$ cat src/rtl/hazard_ctrl.sv
// rtl/hazard_ctrl.sv - stall/flush controller for the 5-stage RV32 pipeline
//
// Purpose:
//   Generates the stall/flush controls for the F/D/E/M/W pipeline registers
//   and the PC register. The controls come from:
//     - operand usage in decode,
//     - load, branch and multi-cycle MDU status in execute,
//     - instruction and data memory wait handshakes.
//   A small FSM sequences multi-cycle MDU operations and memory freezes.
//   A pending-redirect flag squashes a wrong-path fetch that completes
//   after a taken branch.
//
// Ports:
//   clk, rst             - clock, synchronous active-high reset
//   id_rs1/id_rs2        - source register indices of the D instruction
//   id_use_rs1/rs2       - D instruction actually reads rs1/rs2
//   ex_rd                - destination register of the E instruction
//   ex_is_load           - E instruction is a load
//   ex_branch_taken      - E resolved a taken branch/jump (PC redirect)
//   ex_mdu_start         - first cycle of a MUL/DIV op in E
//   mdu_done             - MDU result valid (level, held until E advances)
//   imem_wait/dmem_wait  - instruction/data memory access not complete
//   stall_fd             - hold PC and D register
//   flush_d              - load zero into D register (wins over stall_fd)
//   stall_e              - hold E register
//   flush_e              - load bubble into E register
//   flush_m              - load bubble into M register
//   stall_mw             - hold M and W registers
//   state_o              - FSM state for debug (0 RUN, 1 MDU_WAIT, 2 MEM_WAIT)
//   perf_stall_cnt       - cycles with stall_fd=1 (HAZ_PERF_CNT_EN only)
//   perf_flush_cnt       - cycles with flush_d=1  (HAZ_PERF_CNT_EN only)
//
// Configuration macro:
//   HAZ_PERF_CNT_EN - when defined, adds the two 32-bit performance counters.

module hazard_ctrl #(
  parameter int REG_W = 5
) (
  input  logic             clk,
  input  logic             rst,
  input  logic [REG_W-1:0] id_rs1,
  input  logic [REG_W-1:0] id_rs2,
  input  logic             id_use_rs1,
  input  logic             id_use_rs2,
  input  logic [REG_W-1:0] ex_rd,
  input  logic             ex_is_load,
  input  logic             ex_branch_taken,
  input  logic             ex_mdu_start,
  input  logic             mdu_done,
  input  logic             imem_wait,
  input  logic             dmem_wait,
  output logic             stall_fd,
  output logic             flush_d,
  output logic             stall_e,
  output logic             flush_e,
  output logic             flush_m,
  output logic             stall_mw,
  output logic [1:0]       state_o
`ifdef HAZ_PERF_CNT_EN
  ,
  output logic [31:0]      perf_stall_cnt,
  output logic [31:0]      perf_flush_cnt
`endif
);

  typedef enum logic [1:0] {
    RUN      = 2'd0,
    MDU_WAIT = 2'd1,
    MEM_WAIT = 2'd2,
    UNUSED   = 2'd3
  } state_e;

  state_e state_q, state_d;
  logic   resume_q, resume_d;   // 1: return to MDU_WAIT after a freeze
  logic   pend_q, pend_d;       // a redirect is waiting for the fetch to land

  logic freeze;
  logic load_use;
  logic eff_mdu;                // state being evaluated is MDU_WAIT

  always_comb begin
    freeze   = imem_wait | dmem_wait;
    load_use = ex_is_load && (ex_rd != '0) &&
               ((id_use_rs1 && (id_rs1 == ex_rd)) ||
                (id_use_rs2 && (id_rs2 == ex_rd)));
    // While frozen, the saved state is the one that governs once the wait
    // drops; the encoding 3 behaves as RUN.
    case (state_q)
      MDU_WAIT: eff_mdu = 1'b1;
      MEM_WAIT: eff_mdu = resume_q;
      default:  eff_mdu = 1'b0;
    endcase
  end

  always_comb begin
    state_d  = state_q;
    resume_d = resume_q;
    pend_d   = pend_q;
    stall_fd = 1'b0;
    flush_d  = 1'b0;
    stall_e  = 1'b0;
    flush_e  = 1'b0;
    flush_m  = 1'b0;
    stall_mw = 1'b0;

    if (freeze) begin
      // Memory freeze overrides everything: hold the whole pipe, no flushes.
      stall_fd = 1'b1;
      stall_e  = 1'b1;
      stall_mw = 1'b1;
      state_d  = MEM_WAIT;
      if (state_q != MEM_WAIT) begin
        resume_d = eff_mdu;
      end
      // A branch resolved while a fetch is outstanding: that fetch is
      // wrong-path and must be squashed when it finally completes.
      if (!eff_mdu && ex_branch_taken && imem_wait) begin
        pend_d = 1'b1;
      end
    end else begin
      if (pend_q) begin
        flush_d = 1'b1;
        pend_d  = 1'b0;
      end

      if (eff_mdu) begin
        // E holds the MDU op; branch and load-use inputs are not meaningful.
        if (!mdu_done) begin
          stall_fd = 1'b1;
          stall_e  = 1'b1;
          flush_m  = 1'b1;
          state_d  = MDU_WAIT;
        end else begin
          state_d  = RUN;
        end
      end else begin
        state_d = RUN;
        if (ex_branch_taken) begin
          flush_d = 1'b1;
          flush_e = 1'b1;
        end else if (load_use) begin
          // flush_d from a pending redirect may also be set here; the D
          // register gives flush priority while the PC stays stalled.
          stall_fd = 1'b1;
          flush_e  = 1'b1;
        end else if (ex_mdu_start && !mdu_done) begin
          stall_fd = 1'b1;
          stall_e  = 1'b1;
          flush_m  = 1'b1;
          state_d  = MDU_WAIT;
        end
      end
    end

    if (rst) begin
      stall_fd = 1'b0;
      flush_d  = 1'b0;
      stall_e  = 1'b0;
      flush_e  = 1'b0;
      flush_m  = 1'b0;
      stall_mw = 1'b0;
    end
  end

  always_ff @(posedge clk) begin
    if (rst) begin
      state_q  <= RUN;
      resume_q <= 1'b0;
      pend_q   <= 1'b0;
    end else begin
      state_q  <= state_d;
      resume_q <= resume_d;
      pend_q   <= pend_d;
    end
  end

  assign state_o = state_q;

`ifdef HAZ_PERF_CNT_EN
  always_ff @(posedge clk) begin
    if (rst) begin
      perf_stall_cnt <= 32'd0;
      perf_flush_cnt <= 32'd0;
    end else begin
      if (stall_fd) begin
        perf_stall_cnt <= perf_stall_cnt + 32'd1;
      end
      if (flush_d) begin
        perf_flush_cnt <= perf_flush_cnt + 32'd1;
      end
    end
  end
`else
  // Performance counters are not built in this configuration.
`endif

endmodule
$ cat config.mk
export PLATFORM = sky130hd
export DESIGN_NAME = hazard_ctrl
export DESIGN_NICKNAME = d
export VERILOG_FILES = /design/src/rtl/hazard_ctrl.sv
export SDC_FILE = /design/constraint.sdc
export NUM_CORES = 1
export LEC_CHECK = 0
export BUFFER_PORTS_ARGS = -buffer_cell sky130_fd_sc_hd__buf_2
export CAP_MARGIN = 20
export CORE_AREA = 10 10 47 49
export CTS_CLUSTER_SIZE = 25
export DETAILED_ROUTE_END_ITERATION = 10
export DIE_AREA = 0 0 57 59
export HOLD_SLACK_MARGIN = 0.1
export PLACE_DENSITY = 0.67
export SLEW_MARGIN = 20
export SYNTH_ARGS = -nofsm -noshare
export SYNTH_HDL_FRONTEND = slang
export SYNTH_SLANG_ARGS = --single-unit
$ cat constraint.sdc
create_clock -name clk -period 4.9 [get_ports clk]
set_input_delay 0.98 -clock clk [delete_from_list [all_inputs] [get_ports clk]]
set_output_delay 0.98 -clock clk [all_outputs]
set_load 0.1 [all_outputs]
### Yosys cells after proc, flatten, opt, wreduce, memory -nomap -nowiden

Index checks and enable logic that the tools add are counted.
Widths: inputs -> output; s select.

| cells by class | value |
|---|---|
| eq/ne operators | 5 |
| muxes and demuxes | 33 |
| reduce and logical (&&, ||, !) cells | 14 |
| bitwise gates (word level) | 2 |

Operator list:

| cell | number |
|---|---|
| $mux 1 | 30 |
| $eq 5x5->1 | 2 |
| $logic_and 1x1->1 | 7 |
| $reduce_bool 5->1 | 1 |
| $mux 2 | 2 |
| $reduce_or 2->1 | 2 |
| $eq 2x1->1 const B | 1 |
| $eq 2x2->1 const B | 1 |
| $logic_not 1->1 | 2 |
| $ne 2x2->1 const B | 1 |
| $pmux 1 s2 | 1 |
| $reduce_and 2->1 | 1 |
| $logic_or 1x1->1 | 1 |
| $not 1->1 | 1 |
| $or 1x1->1 | 1 |

| word-level totals | value |
|---|---|
| word-level logic and storage cells | 58 |
| output and inout port bits | 8 |
| flip-flop bits (word level) | 4 |

### Logic depth before layout (Yosys ltp)

Gate-level depths: netlist of the first run.

| depth | value |
|---|---|
| depth in word-level cells | 9 |
| mapped depth | 7 |
| mapped depth without buffers | 7 |

### Worst setup path after synthesis of the first run

No wires, ideal clock.

| timing path | value |
|---|---|
| kind | register -> output |
| start | reg state_q[0], in the netlist state_o[0] |
| end | out stall_e |
| path buffers | 0 |
| arrival time | 3.481 ns |
| slack | 0.439 ns |
| required time | 3.920 ns |
| cell stages (with the launch flop) | 5 |
| cells stage by stage | dfxtp_1 -> inv_1 -> ha_1 -> or3_1 -> a31oi_1 |

| on the way | value |
|---|---|
| longest elaborated chain between the ends | 5 |
| elaborated cells between the ends (all ways) | 6 |

Ends and longest elaborated chain:

| item | line | text |
|---|---|---|
| from (decl) | 73 | `state_e state_q, state_d;` |
| from (signal assigned) | 171 | `state_q <= state_d;` |
| $eq 2x2->1 or $eq 2x1->1 (tied branches) | 88 | `case (state_q)` |
| $pmux 1 s2 * | 88 |  |
| $mux 1 * | 126 | `if (eff_mdu) begin` |
| $mux 1 * | 106 | `if (freeze) begin` |
| $mux 1 * | 155 | `if (rst) begin` |
| to (decl) | 54 | `output logic stall_e,` |

Every way passes the cells marked *; elsewhere a longest branch is shown, timed or not.

### Worst setup path after layout of the first run

| timing path | value |
|---|---|
| start | in ex_rd[1] |
| end | out stall_e |

| on the way | value |
|---|---|
| longest elaborated chain between the ends | 9 |
| elaborated cells between the ends (all ways) | 13 |

Ends and longest elaborated chain:

| item | line | text |
|---|---|---|
| from (decl) | 45 | `input logic [REG_W-1:0] ex_rd,` |
| $eq 5x5->1 (on tied branches) | 84, 85 |  |
| $logic_and 1x1->1 (on tied branches) | 84, 85 |  |
| $logic_or 1x1->1 | 84 | `((id_use_rs1 && (id_rs1 == ex_rd)) \|\|` |
| $logic_and 1x1->1 * | 83 | `load_use = ex_is_load && (ex_rd != '0) &&` |
| $mux 1 * | 141 | `end else if (load_use) begin` |
| $mux 1 * | 138 | `if (ex_branch_taken) begin` |
| $mux 1 * | 126 |  |
| $mux 1 * | 106 |  |
| $mux 1 * | 155 |  |

Marked as above.

==> out/qor.log, run 1 <==
INFO  floorplan      rows=14
INFO  worst_hold_path class_of_the_worst_hold_path=reg2reg
INFO  detailed_routing initialDrtViolationCount=4
INFO  critical_path  worst-path-max-fanout=3
INFO  detailed_routing route.detailed.drc=0
INFO  detailed_routing vias=493
INFO  global_route   antenna_found_initial=0
INFO  sta            fin_setup_tns=0ps
INFO  power          power_density=219nW/um2
INFO  sta            final.period_utilization=0.697
INFO  power          p_seq_frac=0.264
INFO  power          worst_ir_drop_vdd=0.0000672V
INFO  sta            maxSlewViolCount=0
INFO  synth          synth_area=395um2
INFO  run_status     run_status=complete, no violations
INFO  synth          postSynthCellCount=51
INFO  clock_tree     worstSkewPairLatency=230ps
INFO  clock_tree     number_of_buffers_created_by_cts=3
INFO  sta            hold_viol_final=0
INFO  sta            timing.slew.headroom=0.672
INFO  final_layout   syn_to_final_growth=51.3%
INFO  final_layout   nNetsFinal=115
INFO  synth          yosysSeqAreaShare=0.203
INFO  final_layout   seqCellArea=80.1um2
INFO  place          gp_congestion=0.771
INFO  final_layout   final_cell_area=598um2
INFO  sta            clock-skew-final=2.31ps
INFO  detailed_routing avgRoutedWirePerCell=12.1um
INFO  synth          synth_area_leader_cell=sky130_fd_sc_hd__xnor2_1
INFO  clock_tree     postCtsSetupBuffers=0
INFO  synth          synthTopCellsByArea=sky130_fd_sc_hd__xnor2_1 22%, sky130_fd_sc_hd__dfxtp_1 20%, sky130_fd_sc_hd__ha_1 6.3%
INFO  power          net_switching_component_of_the_power=0.0000508W
INFO  clock_tree     ctsResizeCount=0
INFO  clock_tree     hold_buffers=0
INFO  critical_path  crit_family=compound AO/OA/AOI/OAI gates
INFO  floorplan      fp.dieArea=3360um2
INFO  power          combinationalPowerShare=0.424
INFO  critical_path  critical_path.startpoint_type=input pin
INFO  floorplan      fp.dieW=57um
INFO  critical_path  flop_to_flop_setup_slack=3440ps
INFO  clock_tree     cts.reportedPaths.clkPinSlew=40ps
INFO  synth          synth_seq_cells=4
INFO  clock_tree     cts_root_buffer=sky130_fd_sc_hd__clkbuf_4
INFO  global_route   grt.total_usage=0.0759
INFO  sta            worst-slew-pin-transition=496ps
INFO  synth          synth_top_area_share=0.222
INFO  sta            grt_setup_unrepaired=no
INFO  power          power_report.internal_total=0.0000801W
INFO  flow_run       max_cap_violations=0
INFO  detailed_routing via_per_inst=4.83
INFO  clock_tree     clk_path_buf_depth=2
INFO  critical_path  critical-path-max-stage-delay=440ps
INFO  sta            setup_viol_count_final=0
INFO  final_layout   antenna_cells=0
INFO  detailed_routing drt_pass1_iterations=3
INFO  global_route   largest_net_degree_at_the_start_of_global_routing=9
INFO  critical_path  req_time_crit_path=3920ps
INFO  clock_tree     cts.sink_count=4
INFO  place          area_of_placed_instances=576um2
INFO  sta            final.setup.worst_slack=1480ps
INFO  detailed_routing ant_nets=0
INFO  critical_path  worst_path_bufs_invs=2
INFO  critical_path  critical_path_arrival=2440ps
INFO  synth          netlist-cell-type-count=23
INFO  synth          synth_area_per_cell=7.75um2
INFO  clock_tree     htree_levels=1
INFO  synth          synth_warnings=0
INFO  place          placement.io_buffers=32
INFO  place          dp.final_hpwl=1120um
INFO  critical_path  crit_path_frequent_cell=sky130_fd_sc_hd__buf_2
INFO  clock_tree     tritoncts=done
INFO  floorplan      floorplan.core_area=1400um2
INFO  floorplan      ios=33
INFO  power          leakage=0.286nW
INFO  power          clock_power_share=0.312
INFO  place          place_ws=1470ps
INFO  power          netSwitchingFraction=0.388
INFO  floorplan      initial_core_util=0.282
INFO  synth          synthesis.nets=78
INFO  critical_path  timing.critical_path.cells=buf_2, xnor2_1, nand4_1, o22ai_1, a311o_2, a31oi_1, buf_2
INFO  final_layout   drive_above_1_share=0.419
INFO  final_layout   final.fill_count=153
INFO  floorplan      die_height=59um
INFO  global_route   global_route.overflow_total=0
INFO  global_route   vias_in_the_first_global_route=536
INFO  sta            maxClockFrequency=293MHz
INFO  critical_path  timing.setup.critical_path_class=in2out
INFO  final_layout   area_of_the_multi_input_gates=308um2
INFO  critical_path  critPathCaptureType=primary output
INFO  sta            min_tclk_post_route=3420ps
INFO  global_route   grt_first_pass_wirelength=2080um
INFO  detailed_routing drt_wl_total=1230um
INFO  critical_path  crit_slowest_cell=sky130_fd_sc_hd__buf_2
power by group through the flow:
stage / Combinational [W] / Clock, W / Sequential, W
4_1_cts: 0.0000562 / 0.0000429 / 0.0000345
6_report: 0.0000555 / 0.0000409 / 0.0000345
3_3_place_gp: 0.0000558 / 0 / 0.0000350
3_5_place_dp: 0.0000561 / 0 / 0.0000350
5_1_grt: 0.0000596 / 0.0000456 / 0.0000347
2_1_floorplan: 0.0000330 / 0 / 0.0000396
cells in the mapped netlist:
cell / n
sky130_fd_sc_hd__nor3_1: 3
sky130_fd_sc_hd__a311o_2: 1
sky130_fd_sc_hd__o22ai_1: 1
sky130_fd_sc_hd__nand3_1: 1
sky130_fd_sc_hd__or2_1: 1
sky130_fd_sc_hd__xnor2_1: 10
sky130_fd_sc_hd__a21oi_1: 4
sky130_fd_sc_hd__and3_1: 1
sky130_fd_sc_hd__nand2b_1: 1
sky130_fd_sc_hd__nor2_1: 4
sky130_fd_sc_hd__a31oi_1: 2
sky130_fd_sc_hd__inv_1: 2
sky130_fd_sc_hd__ha_1: 2
sky130_fd_sc_hd__o21a_1: 1
sky130_fd_sc_hd__o211a_1: 1
sky130_fd_sc_hd__dfxtp_1: 4
sky130_fd_sc_hd__nand4_1: 2
sky130_fd_sc_hd__nand2_1: 3
sky130_fd_sc_hd__o21ai_0: 1
sky130_fd_sc_hd__nor2b_1: 1
sky130_fd_sc_hd__or3_1: 2
sky130_fd_sc_hd__mux2_1: 1
sky130_fd_sc_hd__a21boi_1: 2
routing by layer:
layer / vias up / share of wire / GRT usage
met5: - / 0 / 0
met4: 0 / 0.011 / 0.0403
met3: 2 / 0.16 / 0.0601
met2: 28 / 0.39 / 0.110
met1: 208 / 0.43 / 0.0767
li1: 255 / - / -
layout make-up:
class,instances,share of cell area
inverter,2,0.0126
tap,16,0.0335
timing repair buffer,32,0.268
multi-input combinational,45,0.515
clock buffer,3,0.0377
sequential,4,0.134
metrics by stage:
| stage | util | std cells | power [W] | hold WS [ps] |
|---|---|---|---|---|
| after floorplan | - | 51 | 0.0000726 | 448 |
| after global placement | 0.411 | 99 | 0.0000908 | 469 |
| after detailed placement | 0.411 | 99 | 0.0000912 | 480 |
| after CTS | 0.427 | 102 | 0.000134 | 485 |
| after global routing | 0.427 | 102 | 0.000140 | 512 |
| final | 0.427 | 102 | 0.000131 | 479 |
flip-flops by register name, indices dropped and copies added, names as in the netlist:
| name | flops |
|---|---|
| pend_q | 1 |
| resume_q | 1 |
| state_o | 2 |
final timing paths:
check / end / start / depth (start not counted)
worst min register to register: resume_q / resume_q / 2
worst max-delay path: stall_e / ex_rd[1] / 7
worst min-delay path: resume_q / resume_q / 2
worst max register to register: resume_q / state_o[0] / 5
cells by family (layout without fill, tap and decap cells):
kind of cell	count (synthesis)	after routing	share of synthesized area
AO/OA/AOI/OAI	13	13	0.222
XOR/XNOR	10	10	0.222
adder cells (fa/ha/maj)	2	2	0.0633
buffers and inverters	2	37	0.0190
flip-flops	4	4	0.203
multiplexers	1	1	0.0285
AND/OR/NAND/NOR	19	19	0.244
placed cells by master (no fill, tap or decap), types with 2 or more instances in the layout:
master | synthesis | routed
sky130_fd_sc_hd__buf_2 | 0 | 32
sky130_fd_sc_hd__xnor2_1 | 10 | 10
sky130_fd_sc_hd__nor2_1 | 4 | 4
sky130_fd_sc_hd__a21oi_1 | 4 | 4
sky130_fd_sc_hd__dfxtp_1 | 4 | 4
sky130_fd_sc_hd__nor3_1 | 3 | 3
sky130_fd_sc_hd__nand2_1 | 3 | 3
sky130_fd_sc_hd__clkbuf_4 | 0 | 3
sky130_fd_sc_hd__inv_1 | 2 | 2
sky130_fd_sc_hd__or3_1 | 2 | 2
sky130_fd_sc_hd__nand4_1 | 2 | 2
sky130_fd_sc_hd__a21boi_1 | 2 | 2
sky130_fd_sc_hd__a31oi_1 | 2 | 2
sky130_fd_sc_hd__ha_1 | 2 | 2
worst reg2reg max path, cell delays in order, from the launching register on:
cell and delay [ps]:
sky130_fd_sc_hd__dfxtp_1 340, sky130_fd_sc_hd__inv_1 50, sky130_fd_sc_hd__ha_1 290, sky130_fd_sc_hd__or2_1 290, sky130_fd_sc_hd__or3_1 320, sky130_fd_sc_hd__a21oi_1 110
No activity file was read; power rests on OpenSTA's default activity.
==> inputs of run 2 (changes only) <==
- PLACE_DENSITY: 0.67 -> 0.7
- clock period: 4.9 -> 3.1 ns (I/O delays scaled with it)
==> run 2 against run 1 <==
Core utilization increased by 3.2 points. Final cell count increased by 0.98%. Cell area increased by 7.5%. Via count increased by 1.6%. Count of clock-buffer cells in the layout unchanged. Sequential cell count unchanged. Setup slack got worse by 1200 ps. First-iteration DRC count decreased by 100%. Critical path depth increased by 1. Critical endpoint is now stall_fd. Highest routed layer unchanged.
==> out/qor.log, run 2 (synthesis gave the netlist of run 1 again) <==
INFO  run_status     run_status=complete, no violations
INFO  sta            hold_viol_final=0 [unchanged]
INFO  final_layout   antenna_cells=0 [unchanged]
INFO  critical_path  critPathCaptureType=primary output
INFO  clock_tree     ctsResizeCount=0 [unchanged]
INFO  floorplan      die_height=59um [unchanged]
INFO  sta            worst-slew-pin-transition=497ps [+0.921 ps]
INFO  place          place_inst=100 [+1.0%]
INFO  global_route   grt_first_pass_wirelength=2240um [+7.6%]
INFO  detailed_routing via_per_inst=4.86 [+0.64%]
INFO  floorplan      floorplan.core_area=1400um2 [unchanged]
INFO  floorplan      fp.dieArea=3360um2 [unchanged]
INFO  place          gp_congestion=0.768 [-0.48%]
INFO  sta            maxSlewViolCount=0 [unchanged]
INFO  critical_path  worst-path-max-fanout=5 [+2]
INFO  detailed_routing vias=501 [+1.6%]
INFO  clock_tree     number_of_buffers_created_by_cts=3 [unchanged]
INFO  detailed_routing ant_nets=0 [unchanged]
INFO  clock_tree     cts_root_buffer=sky130_fd_sc_hd__clkbuf_4
INFO  global_route   vias_in_the_first_global_route=567 [+5.8%]
INFO  sta            clock-skew-final=3.34ps [+1.03 ps]
INFO  clock_tree     worstSkewPairLatency=240ps [about the same]
INFO  final_layout   finish.utilization=0.459 [+0.0321]
INFO  critical_path  critical_path.startpoint=state_o[0]
INFO  final_layout   drive_above_1_share=0.494 [+0.0756]
INFO  detailed_routing drt_pass1_iterations=1 [-2]
INFO  final_layout   syn_to_final_growth=62.7%
INFO  sta            maxClockFrequency=352MHz
INFO  final_layout   largest_register_ffs=2 [unchanged]
INFO  critical_path  timing.setup.critical_path_class=reg2out
INFO  clock_tree     tritoncts=done
INFO  worst_hold_path class_of_the_worst_hold_path=reg2reg
INFO  clock_tree     hold_buffers=0 [unchanged]
INFO  clock_tree     htree_levels=1 [unchanged]
INFO  place          place_ws=326ps [-1150 ps]
INFO  sta            final.period_utilization=0.916
INFO  final_layout   layout.cells.most_common_list=32 x sky130_fd_sc_hd__buf_2, 10 x sky130_fd_sc_hd__xnor2_1, 4 x sky130_fd_sc_hd__nor2_1, 4 x sky130_fd_sc_hd__a21oi_1
INFO  power          power_density=328nW/um2 [+50%]
INFO  sta            timing.slew.headroom=0.671 [about the same]
INFO  global_route   antenna_found_initial=0 [unchanged]
INFO  detailed_routing avgRoutedWirePerCell=12.3um [+2.2%]
INFO  critical_path  critical_path.reg2reg.startpoint=state_o[0]
INFO  sta            grt_setup_unrepaired=no
INFO  detailed_routing route.detailed.drc=0 [unchanged]
INFO  flow_run       max_cap_violations=0 [unchanged]
INFO  floorplan      fp.dieW=57um [unchanged]
INFO  final_layout   final.fill_count=150 [-2.0%]
INFO  final_layout   nNetsFinal=116 [+0.87%]
INFO  clock_tree     clk_path_buf_depth=2 [unchanged]
INFO  clock_tree     cts.reportedPaths.clkPinSlew=40ps [about the same]
INFO  place          dp.final_hpwl=1190um [+5.9%]
INFO  worst_hold_path worst_hold_startpoint=resume_q
INFO  critical_path  req_time_crit_path=2480ps [-1440 ps]
INFO  global_route   global_route.overflow_total=0 [unchanged]
INFO  final_layout   finish.cell_count_without_fillers=103 [+0.98%]
INFO  place          placement.io_buffers=32 [unchanged]
INFO  detailed_routing initialDrtViolationCount=0 [-4]
INFO  sta            min_tclk_post_route=2840ps
INFO  floorplan      rows=14 [unchanged]
INFO  global_route   largest_net_degree_at_the_start_of_global_routing=8 [-1]
INFO  sta            final.setup.worst_slack=261ps [-1220 ps]
INFO  clock_tree     cts.sink_count=4 [unchanged]
INFO  critical_path  critical_path_arrival=2220ps [-220 ps]
INFO  clock_tree     postCtsSetupBuffers=0 [unchanged]
INFO  global_route   grt.total_usage=0.0840 [+0.00809]
INFO  power          worst_ir_drop_vdd=0.000123V [+82%]
INFO  final_layout   final_common_cell=sky130_fd_sc_hd__buf_2
INFO  critical_path  critical_path.startpoint_type=flip-flop
INFO  power          leakage=0.296nW [+3.7%]
INFO  detailed_routing drt_wl_total=1270um [+3.2%]
INFO  floorplan      initial_core_util=0.282 [unchanged]
INFO  floorplan      ios=33 [unchanged]
INFO  sta            fin_setup_tns=0ps [unchanged]
INFO  sta            setup_viol_count_final=0 [unchanged]
==> run 2: layout make-up <==
| class | instances | area (um2) | area share |
|---|---|---|---|
| multi-input combinational | 45 | 343 | 0.533 |
| timing repair buffer | 33 | 168 | 0.261 |
| tap | 16 | 20.0 | 0.0311 |
| clock buffer | 3 | 22.5 | 0.0350 |
| inverter | 2 | 7.51 | 0.0117 |
| sequential | 4 | 82.6 | 0.128 |
==> run 2: critical path, cell delays in order (launching register included) <==
cell                      delay [ps]
sky130_fd_sc_hd__dfxtp_2         330
sky130_fd_sc_hd__inv_1            40
sky130_fd_sc_hd__ha_1            200
sky130_fd_sc_hd__a21oi_1         160
sky130_fd_sc_hd__or2_1           210
sky130_fd_sc_hd__mux2_1          350
sky130_fd_sc_hd__a21oi_1         150
sky130_fd_sc_hd__o21a_2          130
sky130_fd_sc_hd__buf_2           420
==> run 2: report_power, final <==
group | leakage, nW | internal [W] | switching [W]
clock | 0.0138 | 0.0000432 | 0.0000203
combinational | 0.249 | 0.0000323 | 0.0000601
sequential | 0.0334 | 0.0000538 | 0.00000116
==> run 2: final timing paths <==
check	end	slack, ps	cells past startpoint
worst max-delay path	stall_fd	260	8
worst min-delay path	resume_q	490	2
worst max register to register	resume_q	1640	5
worst min register to register	resume_q	490	2
==> run 2: through the flow <==
step / instance area, um2 / power, W / hold WS, ps
global route: 643 / 0.000225 / 521
global placement: 621 / 0.000148 / 468
detailed placement: 621 / 0.000149 / 479
finish: 643 / 0.000211 / 485
floorplan: 433 / 0.000119 / 448
CTS: 643 / 0.000215 / 484
==> run 2: layer usage <==
| metal | vias to the layer above | part of all wire | global-route usage |
|---|---|---|---|
| li1 | 257 | - | - |
| met1 | 210 | 0.39 | 0.0800 |
| met2 | 30 | 0.41 | 0.121 |
| met3 | 4 | 0.17 | 0.0665 |
| met4 | 0 | 0.032 | 0.0604 |
| met5 | - | 0 | 0 |
